--- src/rtl/mult_pkg.sv ---
// Shared FSM state type and default operand width for the iterative
// carry-save multiplier.
package mult_pkg;

  localparam int DEFAULT_WIDTH = 19;

  typedef enum logic [1:0] {
    IDLE,
    ACCUM,
    RESOLVE,
    DONE
  } state_e;

endpackage

--- src/rtl/csa_row.sv ---
// One 2*WIDTH-bit 3:2 compressor row: folds a partial product into a
// redundant sum/carry pair; the carry comes out already weighted by 2.
module csa_row #(
  parameter int WIDTH = 19
) (
  input  logic [2*WIDTH-1:0] sum,
  input  logic [2*WIDTH-1:0] carry,
  input  logic [2*WIDTH-1:0] pp,
  output logic [2*WIDTH-1:0] new_sum,
  output logic [2*WIDTH-1:0] new_carry
);

  logic [2*WIDTH-1:0] majority;

  assign new_sum   = sum ^ carry ^ pp;
  assign majority  = (sum & carry) | (sum & pp) | (carry & pp);
  assign new_carry = {majority[2*WIDTH-2:0], 1'b0};

endmodule

--- src/rtl/csa_mult_iter.sv ---
// Iterative multiplier: one partial product per cycle accumulated in
// carry-save form, then a single carry-propagate add into z.
module csa_mult_iter
  import mult_pkg::*;
#(
  parameter int WIDTH     = DEFAULT_WIDTH,
  parameter bit SIGNED_EN = 1'b1
) (
  input  logic               clk,
  input  logic               reset_n,
  input  logic               in_valid,
  output logic               in_ready,
  input  logic [WIDTH-1:0]   x,
  input  logic [WIDTH-1:0]   y,
  input  logic               is_signed,
  output logic               out_valid,
  input  logic               out_ready,
  output logic [2*WIDTH-1:0] z,
  output logic               busy
);

  localparam int PW = 2 * WIDTH;
  localparam int CW = $clog2(WIDTH + 1);
  localparam logic [CW-1:0] LAST = CW'(WIDTH - 1);

  state_e          state;
  state_e          state_next;
  logic [PW-1:0]   mcand;
  logic [WIDTH-1:0] mplier;
  logic            signed_mode;
  logic [PW-1:0]   sum;
  logic [PW-1:0]   carry;
  logic [CW-1:0]   count;

  logic            last;
  logic            negate;
  logic            eff_signed;
  logic [PW-1:0]   pp;
  logic [PW-1:0]   row_pp;
  logic [PW-1:0]   row_sum;
  logic [PW-1:0]   row_carry;

  assign in_ready   = (state == IDLE);
  assign out_valid  = (state == DONE);
  assign busy       = (state != IDLE);
  assign eff_signed = SIGNED_EN && is_signed;

  // The multiplicand shifts left and the multiplier right each cycle, so
  // bit 0 of mplier is y[count] and mcand is x_ext << count.
  assign last = (count == LAST);
  assign pp   = mplier[0] ? mcand : '0;

  // Two's-complement sign row: subtract as ~pp + 1, with the +1 dropped into
  // the carry LSB, which the compressor always leaves at zero.
  assign negate = signed_mode && last && mplier[0];
  assign row_pp = negate ? ~pp : pp;

  csa_row #(.WIDTH(WIDTH)) u_row (
    .sum       (sum),
    .carry     (carry),
    .pp        (row_pp),
    .new_sum   (row_sum),
    .new_carry (row_carry)
  );

  always_ff @(posedge clk or negedge reset_n) begin
    if (!reset_n) state <= IDLE;
    else          state <= state_next;
  end

  // NOTE: combinational processes assign every output a default first so no
  // path through the case leaves a latch behind.
  always_comb begin
    state_next = state;
    case (state)
      IDLE:    if (in_valid)  state_next = ACCUM;
      ACCUM:   if (last)      state_next = RESOLVE;
      RESOLVE:                state_next = DONE;
      DONE:    if (out_ready) state_next = IDLE;
      default:                state_next = IDLE;
    endcase
  end

  // NOTE: operand registers are reset as well so an aborted operation leaves
  // no stale value behind and nothing downstream ever sees X.
  always_ff @(posedge clk or negedge reset_n) begin
    if (!reset_n) begin
      mcand       <= '0;
      mplier      <= '0;
      signed_mode <= 1'b0;
      sum         <= '0;
      carry       <= '0;
      count       <= '0;
      z           <= '0;
    end else begin
      case (state)
        IDLE: if (in_valid) begin
          mcand       <= eff_signed ? {{WIDTH{x[WIDTH-1]}}, x} : {{WIDTH{1'b0}}, x};
          mplier      <= y;
          signed_mode <= eff_signed;
          sum         <= '0;
          carry       <= '0;
          count       <= '0;
        end
        ACCUM: begin
          sum    <= row_sum;
          carry  <= row_carry | {{(PW-1){1'b0}}, negate};
          mcand  <= mcand << 1;
          mplier <= mplier >> 1;
          count  <= count + CW'(1);
        end
        RESOLVE: z <= sum + carry;
        default: ;
      endcase
    end
  end

endmodule

--- config.mk ---
export PLATFORM = sky130hd
export DESIGN_NAME = csa_mult_iter
export DESIGN_NICKNAME = d
export VERILOG_FILES = /design/src/rtl/mult_pkg.sv /design/src/rtl/csa_row.sv /design/src/rtl/csa_mult_iter.sv
export SDC_FILE = /design/constraint.sdc
export NUM_CORES = 1
export LEC_CHECK = 0
export BUFFER_PORTS_ARGS = -buffer_cell sky130_fd_sc_hd__buf_2
export CAP_MARGIN = 30
export CORE_UTILIZATION = 55
export CTS_CLUSTER_SIZE = 28
export DETAILED_ROUTE_END_ITERATION = 10
export GPL_TIMING_DRIVEN = 0
export PLACE_DENSITY_LB_ADDON = 0.08
export RECOVER_POWER = 100
export SYNTH_ARGS = -nofsm -noshare
export SYNTH_HDL_FRONTEND = slang
export SYNTH_SLANG_ARGS = --single-unit
--- constraint.sdc ---
create_clock -name clk -period 2.9 [get_ports clk]
set_clock_uncertainty 0.1 [all_clocks]
set_input_delay 0.145 -clock clk [delete_from_list [all_inputs] [get_ports clk]]
set_output_delay 0.145 -clock clk [all_outputs]
set_load 0.005 [all_outputs]
==> flow_summary.rst, run 1 <==
.. list-table::
   :header-rows: 1

   * - Metric
     - Value
   * - Setup-violating endpoint count in the final report
     - 1
   * - Congestion Overflow GR
     - 0
   * - Commonest non-fill, non-tap cell in the layout
     - dfrtp_1
   * - Area of the core
     - 0.01871 mm2
   * - Storage cell area
     - 0.004479 mm2
   * - Origin of the worst min-delay path
     - out_ready
   * - Final min period
     - 2.940 ns
   * - Initial detailed-routing violation count
     - 436
   * - DRC violation count after routing
     - 0
   * - Synth Register Bits
     - 179
   * - Post-placement worst setup slack
     - -0.3759 ns
   * - # fillers
     - 1567
   * - Violated checks
     - max-capacitance violations, max-slew violations, negative setup slack
   * - Crit. End Element
     - flip-flop
   * - Post-Synthesis Cell Area
     - 0.01048 mm2
   * - Total length of routed wires
     - 25.21 mm
   * - Switch Pwr
     - 5.200 mW
   * - Final-report max-slew violation count
     - 89
   * - Setup TNS
     - -0.03996 ns
   * - Largest net degree at the start of global routing
     - 92
   * - Max-Cap Viols
     - 1
   * - Die outline height
     - 140.0 um
   * - Setup repair after global routing missed its margin
     - true
   * - Pin slew with the least headroom to its limit
     - 2.231 ns
   * - Area added between synthesis and finish
     - 17.91%
   * - Share of synthesized flip-flops with an asynchronous set or reset
     - 100.0%
   * - Worst R2R Start
     - carry[0]$_DFFE_PN0P_
   * - Max Root-Sink Buffers
     - 2
   * - Detailed-router iteration count before antenna repair
     - 5
   * - Vias/cell
     - 5.710
   * - Combinational cell fraction of total power
     - 47.3%
   * - Multi-input gate area
     - 0.005550 mm2
   * - Status
     - complete, but fails checks
   * - Number of global-route vias before repair
     - 8375
   * - Hold/Removal Path Class
     - input pin to flip-flop
   * - Count of yosys warnings during synthesis
     - 0
   * - WP data arrival
     - 3.16 ns
   * - IO Port Bufs
     - 83
   * - Num Clock Sinks
     - 179
   * - Largest fanout of any net on the critical path
     - 3
   * - Total track usage
     - 27.23%
   * - Row cnt
     - 50
   * - CTS buffer count
     - 17
   * - Proportion of power drawn by the clock network
     - 18.7%
   * - Cell-internal power
     - 6.957 mW
   * - Buffer cell driving the clock tree root
     - clkbuf_16
   * - Most used flip-flop cell after synthesis
     - dfrtp_1
   * - Worst hold path cell count
     - 3
   * - Reg-to-reg setup timing slack
     - -0.04 ns
   * - Placed wire-length estimate after detailed placement
     - 18.28 mm
   * - Part of the Yosys area used for sequential elements
     - 42.75%
   * - Number of antenna violations at the first check in global routing
     - 1
   * - Clk pin slew, worst setup/hold paths
     - 0.07 ns
   * - Clock network latency to the later pin of the worst-skew pair
     - 0.43 ns
   * - Switching Fraction
     - 42.77%
   * - Final layout net count
     - 1345
   * - Average wire per standard cell
     - 17.18 um
   * - Worst path setup slack after routing
     - -0.03996 ns
   * - Synthesized area per cell
     - 9.728 um2
   * - WHS Endpoint
     - state[1]$_DFFE_PN0P_
   * - Total die area
     - 0.01961 mm2
   * - Number of vias after detailed routing
     - 8382
   * - Leading cell types in the layout, fill and taps excluded
     - dfrtp_1 (179), o22ai_1 (110), a21oi_1 (99)
   * - Synthesized instance count
     - 1077
   * - Worst VDD drop
     - 0.5725 mV
   * - Static Leakage
     - 5.311 nW
   * - Share of post-route cells with drive strength above 1
     - 16.45%
   * - Wire length of the first global-routing pass
     - 41.91 mm
   * - Mapped Nets
     - 1201
   * - Slew margin rel.
     - -48.76%
   * - Cells on worst reg2reg path
     - 12
   * - Highest achievable clock rate
     - 340.1 MHz
   * - Initial Utilization
     - 56.01%
   * - Power density over the cells
     - 984.0 mW/mm2
   * - Number of antenna diodes
     - 0
   * - Crit Path Category
     - flip-flop to flip-flop
   * - Post-synthesis cell type count
     - 59
   * - I/O Pins
     - 84
   * - Worst hold margin
     - 0.03170 ns
   * - Critical Path RT
     - 3.12 ns
   * - Hold violation count in the final report
     - 0
   * - Critical Path Start Type
     - flip-flop
   * - Count of flip-flops with a built-in enable after synthesis
     - 0
   * - Maximum level of the CTS H-tree
     - 4
   * - Clock tree from TritonCTS
     - yes
   * - Relative contribution of sequential cells to total power
     - 34.1%
   * - Routability-driven placement congestion ratio
     - 0.8729
   * - Die span in x
     - 140.0 um
   * - Antenna-violating nets left
     - 0
   * - Share of the clock period used by the worst path
     - 101.4%
   * - Capture instance of the worst register-to-register path
     - z[32]$_DFFE_PN0P_
[state kept, by name (all words and copies together) (netlist names)]
| name | cells |
|---|---|
| carry | 38 |
| count | 5 |
| mcand | 38 |
| mplier | 19 |
| signed_mode | 1 |
| state | 2 |
| sum | 38 |
| z | 38 |
[Yosys cell counts, types with 6 or more instances]
| library cell | instances | area share (%) |
|---|---|---|
| a21o_1 | 16 | 1.1 |
| a21oi_1 | 109 | 5.2 |
| a221o_1 | 8 | 0.76 |
| a31oi_1 | 11 | 0.66 |
| and3_1 | 6 | 0.36 |
| buf_1 | 10 | 0.36 |
| clkbuf_1 | 50 | 1.8 |
| dfrtp_1 | 179 | 43 |
| fa_1 | 38 | 7.3 |
| ha_1 | 43 | 5.1 |
| inv_1 | 95 | 3.4 |
| mux2_2 | 44 | 4.7 |
| mux2i_1 | 20 | 1.9 |
| nand2_1 | 73 | 2.6 |
| nand3_1 | 13 | 0.62 |
| nand4_1 | 7 | 0.42 |
| nor2_1 | 79 | 2.8 |
| nor3_1 | 8 | 0.38 |
| o211ai_1 | 7 | 0.50 |
| o21a_1 | 6 | 0.43 |
| o21ai_0 | 46 | 2.2 |
| o21bai_1 | 8 | 0.57 |
| o22ai_1 | 110 | 6.6 |
| xnor2_1 | 21 | 1.8 |
| xor2_1 | 14 | 1.2 |
[worst max-delay path, stage by stage (launching register included)]
cell and delay [ns]:
dfrtp_1 0.37, ha_2 0.19, inv_1 0.05, fa_2 0.35
nand2b_4 0.17, a21oi_4 0.16, o211ai_1 0.20, a311oi_2 0.29
buf_4 0.16, o211ai_1 0.13, a31oi_1 0.27, xor2_1 0.11
mux2_2 0.27
[area by class of cell]
class	instances	area share [%]
well taps	234	2.370
flip-flops and latches	179	36.26
multi-input cells	741	44.93
plain buffers	57	1.914
inverters	95	2.886
clock inverters	15	1.185
repair buffers	130	7.018
clock buffers	17	3.443
[stage by stage]
stage | total power, mW | std cells | area (um2) | util [%]
global route | 13.13 | 1468 | 12350 | 66.05
floorplan | 8.085 | 1077 | 10480 | -
CTS | 12.18 | 1467 | 12300 | 65.77
global placement | 9.583 | 1394 | 11190 | 59.80
finish | 12.16 | 1468 | 12350 | 66.05
detailed placement | 9.756 | 1395 | 11220 | 60.00
[worst max path at each step]
stage	from	end	cells after the start
after floorplan	sum[0]$_DFFE_PN0P_	z[32]$_DFFE_PN0P_	11
after global placement	reset_n	mplier[10]$_DFFE_PN0P_	1
after detailed placement	sum[0]$_DFFE_PN0P_	z[32]$_DFFE_PN0P_	11
after CTS	sum[0]$_DFFE_PN0P_	z[32]$_DFFE_PN0P_	11
after global routing	carry[0]$_DFFE_PN0P_	z[32]$_DFFE_PN0P_	12
final	carry[0]$_DFFE_PN0P_	z[32]$_DFFE_PN0P_	12
[metal layers]
layer	global-route usage (%)	part of all wire [%]	up-vias
met5	0	0	-
met4	9.254	1.8	0
met3	3.726	4.5	28
met2	43.05	46	186
met1	38.76	48	4051
li1	-	-	4117
[repair_timing]
item | CTS | global route
resized for setup | 24 | 34
pin swaps | 5 | 6
hold buffers | 40 | 0
setup buffers | 1 | 5
endpoints found under the hold margin | 127 | 0
endpoints found under the setup margin | 58 | 74
[power groups by stage]
stage | logic [mW] | clock network (mW) | registers, mW
floorplan | 4.08 | 0 | 4.00
global placement | 5.45 | 0 | 4.13
detailed placement | 5.60 | 0 | 4.16
CTS | 5.73 | 2.31 | 4.13
global route | 6.45 | 2.41 | 4.27
finish | 5.74 | 2.27 | 4.14
[cells by family (layout without fill, tap and decap cells)]
group	after synthesis	in the layout	share of synthesized area (%)
and+or+nand+nor	204	204	8.395
buffers and inverters	157	314	5.648
AOI/OAI and AO/OA	356	356	21.10
xor gates and xnor gates	35	35	2.926
adders and majority gates	81	81	12.40
DFF	179	179	42.75
muxes	65	65	6.783
Note: power is estimated with default switching activity, not from simulation.
==> inputs of run 2 (changes only) <==
SETUP_SLACK_MARGIN = 0.1   (was not set)
==> run 2 against run 1 <==
Net effect: the flow finishes with violations (max-capacitance violations, max-slew violations); cell area increased by 2.1%; clock power about the same; core utilization increased by 1.4 points; worst hold slack improved by 0.0023 ns; count of clock-buffer cells in the layout unchanged; sequential cell count unchanged; cell count increased by 0.14%; die area unchanged; sequential power increased by 1%; via count increased by 0.33%; critical path depth decreased by 1; combinational power increased by 3%; critical path type unchanged.
==> flow_summary.rst, run 2 (same netlist as run 1, synthesis figures left out) <==
.. list-table::
   :header-rows: 1

   * - Metric
     - Value
   * - IO Port Bufs
     - 83
   * - Final layout net count
     - 1347
   * - Total die area
     - 0.01961 mm2
   * - Share of the clock period used by the worst path
     - 96.10%
   * - Number of vias after detailed routing
     - 8410
   * - Setup repair after global routing missed its margin
     - true
   * - Slew margin rel.
     - -48.09%
   * - Post-placement worst setup slack
     - -0.3759 ns
   * - Critical Path Start Type
     - flip-flop
   * - Area of the core
     - 0.01871 mm2
   * - Cell repeated most along the worst path
     - o211ai_1
   * - Share of post-route cells with drive strength above 1
     - 19.50%
   * - Total track usage
     - 27.37%
   * - Switching Fraction
     - 42.79%
   * - Commonest non-fill, non-tap cell in the layout
     - dfrtp_1
   * - Reg-to-reg setup timing slack
     - 0.11 ns
   * - Worst R2R Start
     - carry[0]$_DFFE_PN0P_
   * - Crit path max-delay cell type
     - dfrtp_1
   * - Routability-driven placement congestion ratio
     - 0.8729
   * - Count of placed standard cells including taps
     - 1395
   * - Vias/cell
     - 5.721
   * - Number of global-route vias before repair
     - 8406
   * - Max-Cap Viols
     - 1
   * - Static Leakage
     - 5.384 nW
   * - Pin slew with the least headroom to its limit
     - 2.221 ns
   * - Total length of routed wires
     - 25.56 mm
   * - WP buf/inv
     - 1
   * - Worst Setup SP
     - carry[0]$_DFFE_PN0P_
   * - Final min period
     - 2.787 ns
   * - Clock tree from TritonCTS
     - yes
   * - Placed wire-length estimate after detailed placement
     - 18.28 mm
   * - Clk pin slew, worst setup/hold paths
     - 0.07 ns
   * - Cell family with the largest share of critical-path delay
     - compound AO/OA/AOI/OAI gates
   * - Placed cell areas
     - 0.01122 mm2
   * - Final design instance area without fill
     - 0.01261 mm2
   * - Congestion Overflow GR
     - 0
   * - Largest fanout of any net on the critical path
     - 3
   * - Logic depth of the worst path, buffers included
     - 11
   * - Setup TNS
     - 0 ns
   * - Util after Layout
     - 67.42%
   * - Worst VDD drop
     - 0.5862 mV
   * - CP max stage delay
     - 0.36 ns
   * - Worst path setup slack after routing
     - 0.1131 ns
   * - Leading cell types in the layout, fill and taps excluded
     - dfrtp_1 (179), o22ai_1 (110), inv_1 (94)
   * - Die outline height
     - 140.0 um
   * - Capture point of the worst path
     - z[32]$_DFFE_PN0P_
   * - Clock network latency to the later pin of the worst-skew pair
     - 0.43 ns
   * - Met1 WL
     - 12.27 mm
   * - Wire length of the first global-routing pass
     - 42.14 mm
   * - Met2 Wirelength
     - 11.98 mm
   * - Row cnt
     - 50
   * - Relative contribution of sequential cells to total power
     - 33.8%
   * - Initial Utilization
     - 56.01%
   * - Final-report max-slew violation count
     - 89
   * - Capture instance of the worst register-to-register path
     - z[32]$_DFFE_PN0P_
   * - Multi-input gate area
     - 0.005774 mm2
   * - Hold/Removal Path Class
     - input pin to flip-flop
   * - Initial detailed-routing violation count
     - 448
   * - Design Power
     - 12.39 mW
   * - Switch Pwr
     - 5.301 mW
   * - Antenna-violating nets left
     - 0
   * - Crit Path Category
     - flip-flop to flip-flop
   * - Area added between synthesis and finish
     - 20.36%
   * - CTS buffer count
     - 17
   * - Hold violation count in the final report
     - 0
   * - Largest net degree at the start of global routing
     - 92
   * - Setup-violating endpoint count in the final report
     - 0
   * - Power density over the cells
     - 982.4 mW/mm2
   * - Storage cell area
     - 0.004479 mm2
   * - WP data arrival
     - 3.00 ns
   * - Number of antenna violations at the first check in global routing
     - 1
   * - Detailed-router iteration count before antenna repair
     - 5
   * - Met3 Routed Length
     - 801 um
   * - Buffer cell driving the clock tree root
     - clkbuf_16
   * - Combinational cell fraction of total power
     - 47.9%
   * - Highest achievable clock rate
     - 358.8 MHz
   * - Average wire per standard cell
     - 17.39 um
   * - Cell-internal power
     - 7.088 mW
   * - Status
     - complete, but fails checks
   * - Cells on worst reg2reg path
     - 11
   * - I/O Pins
     - 84
   * - Maximum level of the CTS H-tree
     - 4
   * - Max Root-Sink Buffers
     - 2
   * - Non-filler cells, final
     - 1470
   * - Chain of cells forming the critical path
     - ha_2, inv_2, fa_2, nand2b_4, a21oi_4, o211ai_1, a311oi_2, o211ai_1, a31oi_1, xor2_1, mux2_4
   * - Proportion of power drawn by the clock network
     - 18.3%
   * - Violated checks
     - max-capacitance violations, max-slew violations
   * - Die span in x
     - 140.0 um
   * - Number of antenna diodes
     - 0
   * - DRC violation count after routing
     - 0
   * - # fillers
     - 1526
   * - Critical Path RT
     - 3.12 ns
   * - Worst hold margin
     - 0.03402 ns
   * - Num Clock Sinks
     - 179
   * - Topmost layer with routed signal wires
     - met4
   * - Crit. End Element
     - flip-flop
-- run 2: cell count changes in the layout (fill, tap and decap cells not counted), sizes merged --
cell | before | now
buf | 82 | 88
clkbuf | 82 | 78
-- run 2: worst min-delay path by stage --
stage / cells after the start / startpoint / to
2_1_floorplan: 0 / reset_n / carry[0]$_DFFE_PN0P_
3_3_place_gp: 2 / x[0] / mcand[0]$_DFFE_PN0P_
3_5_place_dp: 1 / reset_n / z[14]$_DFFE_PN0P_
4_1_cts: 3 / out_ready / state[1]$_DFFE_PN0P_
5_1_grt: 3 / out_ready / state[1]$_DFFE_PN0P_
6_report: 3 / out_ready / state[1]$_DFFE_PN0P_
-- run 2: area by class of cell --
type / instances / share of cell area (%)
repair buffers: 130 / 6.876
multi-input cells: 741 / 45.79
well taps: 234 / 2.322
clock buffers: 17 / 3.373
flip-flops and latches: 179 / 35.52
plain buffers: 59 / 2.133
clock inverters: 15 / 1.161
inverters: 95 / 2.828
-- run 2: tightest hold or removal path, delay by kind of cell --
family | cells | cell delay (ns)
AOI/OAI and AO/OA | 2 | 0.29
buffers and inverters | 1 | 0.08
-- run 2: layer usage --
metal	up-vias	global-route usage, %
met2	176	43.63
li1	4123	-
met4	0	9.196
met1	4083	38.69
met3	28	3.761
met5	-	0
-- run 2: repair_timing --
item                                    in CTS  in global routing
hold buffers                                40                  0
hold endpoints to repair                   127                  0
gates resized for setup                     49                 67
setup buffers                                4                  2
endpoints found under the setup margin      75                 65
pin swaps                                    7                 12
-- run 2: power groups by stage --
stage / Clock [mW] / Sequential (mW) / Combinational [mW]
2_1_floorplan: 0 / 4.00 / 4.08
3_3_place_gp: 0 / 4.13 / 5.45
3_5_place_dp: 0 / 4.16 / 5.60
4_1_cts: 2.31 / 4.15 / 5.80
5_1_grt: 2.41 / 4.32 / 6.64
6_report: 2.26 / 4.19 / 5.94
==> inputs of run 3 (changes only) <==
CTS_CLUSTER_DIAMETER = 100   (was not set)
RECOVER_POWER = 50   (was 100)
==> run 3 against run 2 <==
Net effect: worst hold slack better by 0.00051 ns; the run still ends with max-capacitance violations, max-slew violations left; register-to-register slack is essentially flat; first-iteration DRC count grew 5.8%; combinational power is essentially flat; cell area about the same; global-route usage unchanged; sequential cell count did not move; core utilization about the same; largest power group unchanged; critical path depth unchanged; clock power is essentially flat; total power is essentially flat; cell count stayed put; highest routed layer unchanged.
==> flow_summary.rst, run 3 (same netlist as run 1, synthesis figures left out) <==
.. list-table::
   :header-rows: 1

   * - Metric
     - Value
   * - Status
     - complete, but fails checks
   * - Violated checks
     - max-capacitance violations, max-slew violations
   * - Final-report max-slew violation count
     - 89
   * - Hold/Removal Path Class
     - input pin to flip-flop
   * - WP buf/inv
     - 1
   * - Final min period
     - 2.795 ns
   * - Largest net degree at the start of global routing
     - 92
   * - Share of post-route cells with drive strength above 1
     - 19.74%
   * - Buffer cell driving the clock tree root
     - clkbuf_16
   * - Placed wire-length estimate after detailed placement
     - 18.28 mm
   * - Crit path max-delay cell type
     - dfrtp_1
   * - Vias/cell
     - 5.731
   * - Setup repair after global routing missed its margin
     - true
   * - Crit Path Category
     - flip-flop to flip-flop
   * - Die span in x
     - 140.0 um
   * - Initial detailed-routing violation count
     - 474
   * - Worst path setup slack after routing
     - 0.1050 ns
   * - Power density over the cells
     - 982.3 mW/mm2
   * - Setup-violating endpoint count in the final report
     - 0
   * - Number of antenna diodes
     - 0
   * - Placed cell areas
     - 0.01122 mm2
   * - Area of the core
     - 0.01871 mm2
   * - Average wire per standard cell
     - 17.38 um
   * - IO Port Bufs
     - 83
   * - Detailed-router iteration count before antenna repair
     - 5
   * - Commonest non-fill, non-tap cell in the layout
     - dfrtp_1
   * - Max Root-Sink Buffers
     - 2
   * - Crit. End Element
     - flip-flop
   * - WP data arrival
     - 3.01 ns
   * - Critical Path Start Type
     - flip-flop
   * - Number of antenna violations at the first check in global routing
     - 1
   * - Critical Path RT
     - 3.12 ns
   * - Total track usage
     - 27.37%
   * - Chain of cells forming the critical path
     - ha_2, inv_2, fa_2, nand2b_4, a21oi_4, o211ai_1, a311oi_2, o211ai_1, a31oi_1, xor2_1, mux2_4
   * - Leading cell types in the layout, fill and taps excluded
     - dfrtp_1 (179), o22ai_1 (110), inv_1 (94)
   * - DRC violation count after routing
     - 0
   * - Row cnt
     - 50
   * - Cell family with the largest share of critical-path delay
     - compound AO/OA/AOI/OAI gates
   * - Final design instance area without fill
     - 0.01261 mm2
   * - CTS buffer count
     - 17
   * - Wire length of the first global-routing pass
     - 42.14 mm
   * - Routability-driven placement congestion ratio
     - 0.8729
   * - Cell repeated most along the worst path
     - o211ai_1
   * - Worst VDD drop
     - 0.5864 mV
   * - Largest fanout of any net on the critical path
     - 3
   * - Number of global-route vias before repair
     - 8406
   * - Clk pin slew, worst setup/hold paths
     - 0.07 ns
   * - Antenna-violating nets left
     - 0
   * - Util after Layout
     - 67.44%
   * - Congestion Overflow GR
     - 0
   * - Die outline height
     - 140.0 um
   * - Initial Utilization
     - 56.01%
   * - Storage cell area
     - 0.004479 mm2
   * - Post-placement worst setup slack
     - -0.3759 ns
   * - I/O Pins
     - 84
   * - Total length of routed wires
     - 25.55 mm
   * - Clock tree from TritonCTS
     - yes
   * - Max-Cap Viols
     - 1
   * - Total die area
     - 0.01961 mm2
   * - Area added between synthesis and finish
     - 20.40%
   * - # fillers
     - 1526
   * - Share of the clock period used by the worst path
     - 96.38%
   * - Num Clock Sinks
     - 179
   * - Number of vias after detailed routing
     - 8425
   * - Final layout net count
     - 1347
   * - Multi-input gate area
     - 0.005774 mm2
   * - CP max stage delay
     - 0.37 ns
   * - Slew margin rel.
     - -48.17%
   * - Hold violation count in the final report
     - 0
   * - Clock network latency to the later pin of the worst-skew pair
     - 0.43 ns
   * - Static Leakage
     - 5.392 nW
   * - Maximum level of the CTS H-tree
     - 4
   * - Pin slew with the least headroom to its limit
     - 2.223 ns
   * - Highest achievable clock rate
     - 357.8 MHz
[run 3: layer usage]
metal / up-vias / track usage, % / share of wire [%]
met3: 29 / 3.761 / 3.2
met4: 0 / 9.196 / 2.0
li1: 4119 / - / -
met5: - / 0 / 0
met1: 4098 / 38.69 / 48
met2: 179 / 43.63 / 47
[run 3: cell type report]
class,count,area share (%)
clock buffers,17,3.372
repair buffers,130,6.893
multi-input cells,741,45.77
plain buffers,59,2.142
inverters,95,2.827
flip-flops and latches,179,35.51
well taps,234,2.321
clock inverters,15,1.160
[run 3: worst paths after layout]
path                                 startpoint                      to  slack [ns]  depth (start not counted)
min                                   out_ready    state[1]$_DFFE_PN0P_        0.03                          3
min reg2reg                   z[20]$_DFFE_PN0P_       z[20]$_DFFE_PN0P_        0.38                          2
min in group asynchronous               reset_n       z[14]$_DFFE_PN0P_        0.81                          2
max in group asynchronous               reset_n  mplier[11]$_DFFE_PN0P_        0.55                          3
max                        carry[0]$_DFFE_PN0P_       z[32]$_DFFE_PN0P_        0.11                         11
max reg2reg                carry[0]$_DFFE_PN0P_       z[32]$_DFFE_PN0P_        0.11                         11
[run 3: timing repair]
action,CTS,global route
endpoints found under the hold margin,127,0
endpoints found under the setup margin,75,65
gates resized for setup,49,67
hold buffers,40,0
pin swaps,7,12
setup buffers,4,2
[run 3: worst reg2reg max path: stages, from the launching register on]
cell      delay, ns
dfrtp_1        0.37
ha_2           0.20
inv_2          0.04
fa_2           0.35
nand2b_4       0.17
a21oi_4        0.16
o211ai_1       0.16
a311oi_2       0.33
o211ai_1       0.21
a31oi_1        0.23
xor2_1         0.11
mux2_4         0.27
[run 3: per-stage QoR]
stage                     std cells  TNS (ns)  hold WS, ns  total power, mW
after global placement         1394   -241.37       0.3007            9.583
after global routing           1470  -0.02855      0.06790            13.37
final                          1470         0      0.03453            12.39
after detailed placement       1395    -6.033       0.1076            9.756
after CTS                      1470         0      0.01971            12.27
after floorplan                1077         0      -0.2506            8.085
[run 3: power by group]
part	total, mW	internal [mW]	switching, mW
registers	4.19	3.43	0.755
clock network	2.26	1.21	1.06
logic	5.94	2.45	3.49
total	12.4	7.09	5.30
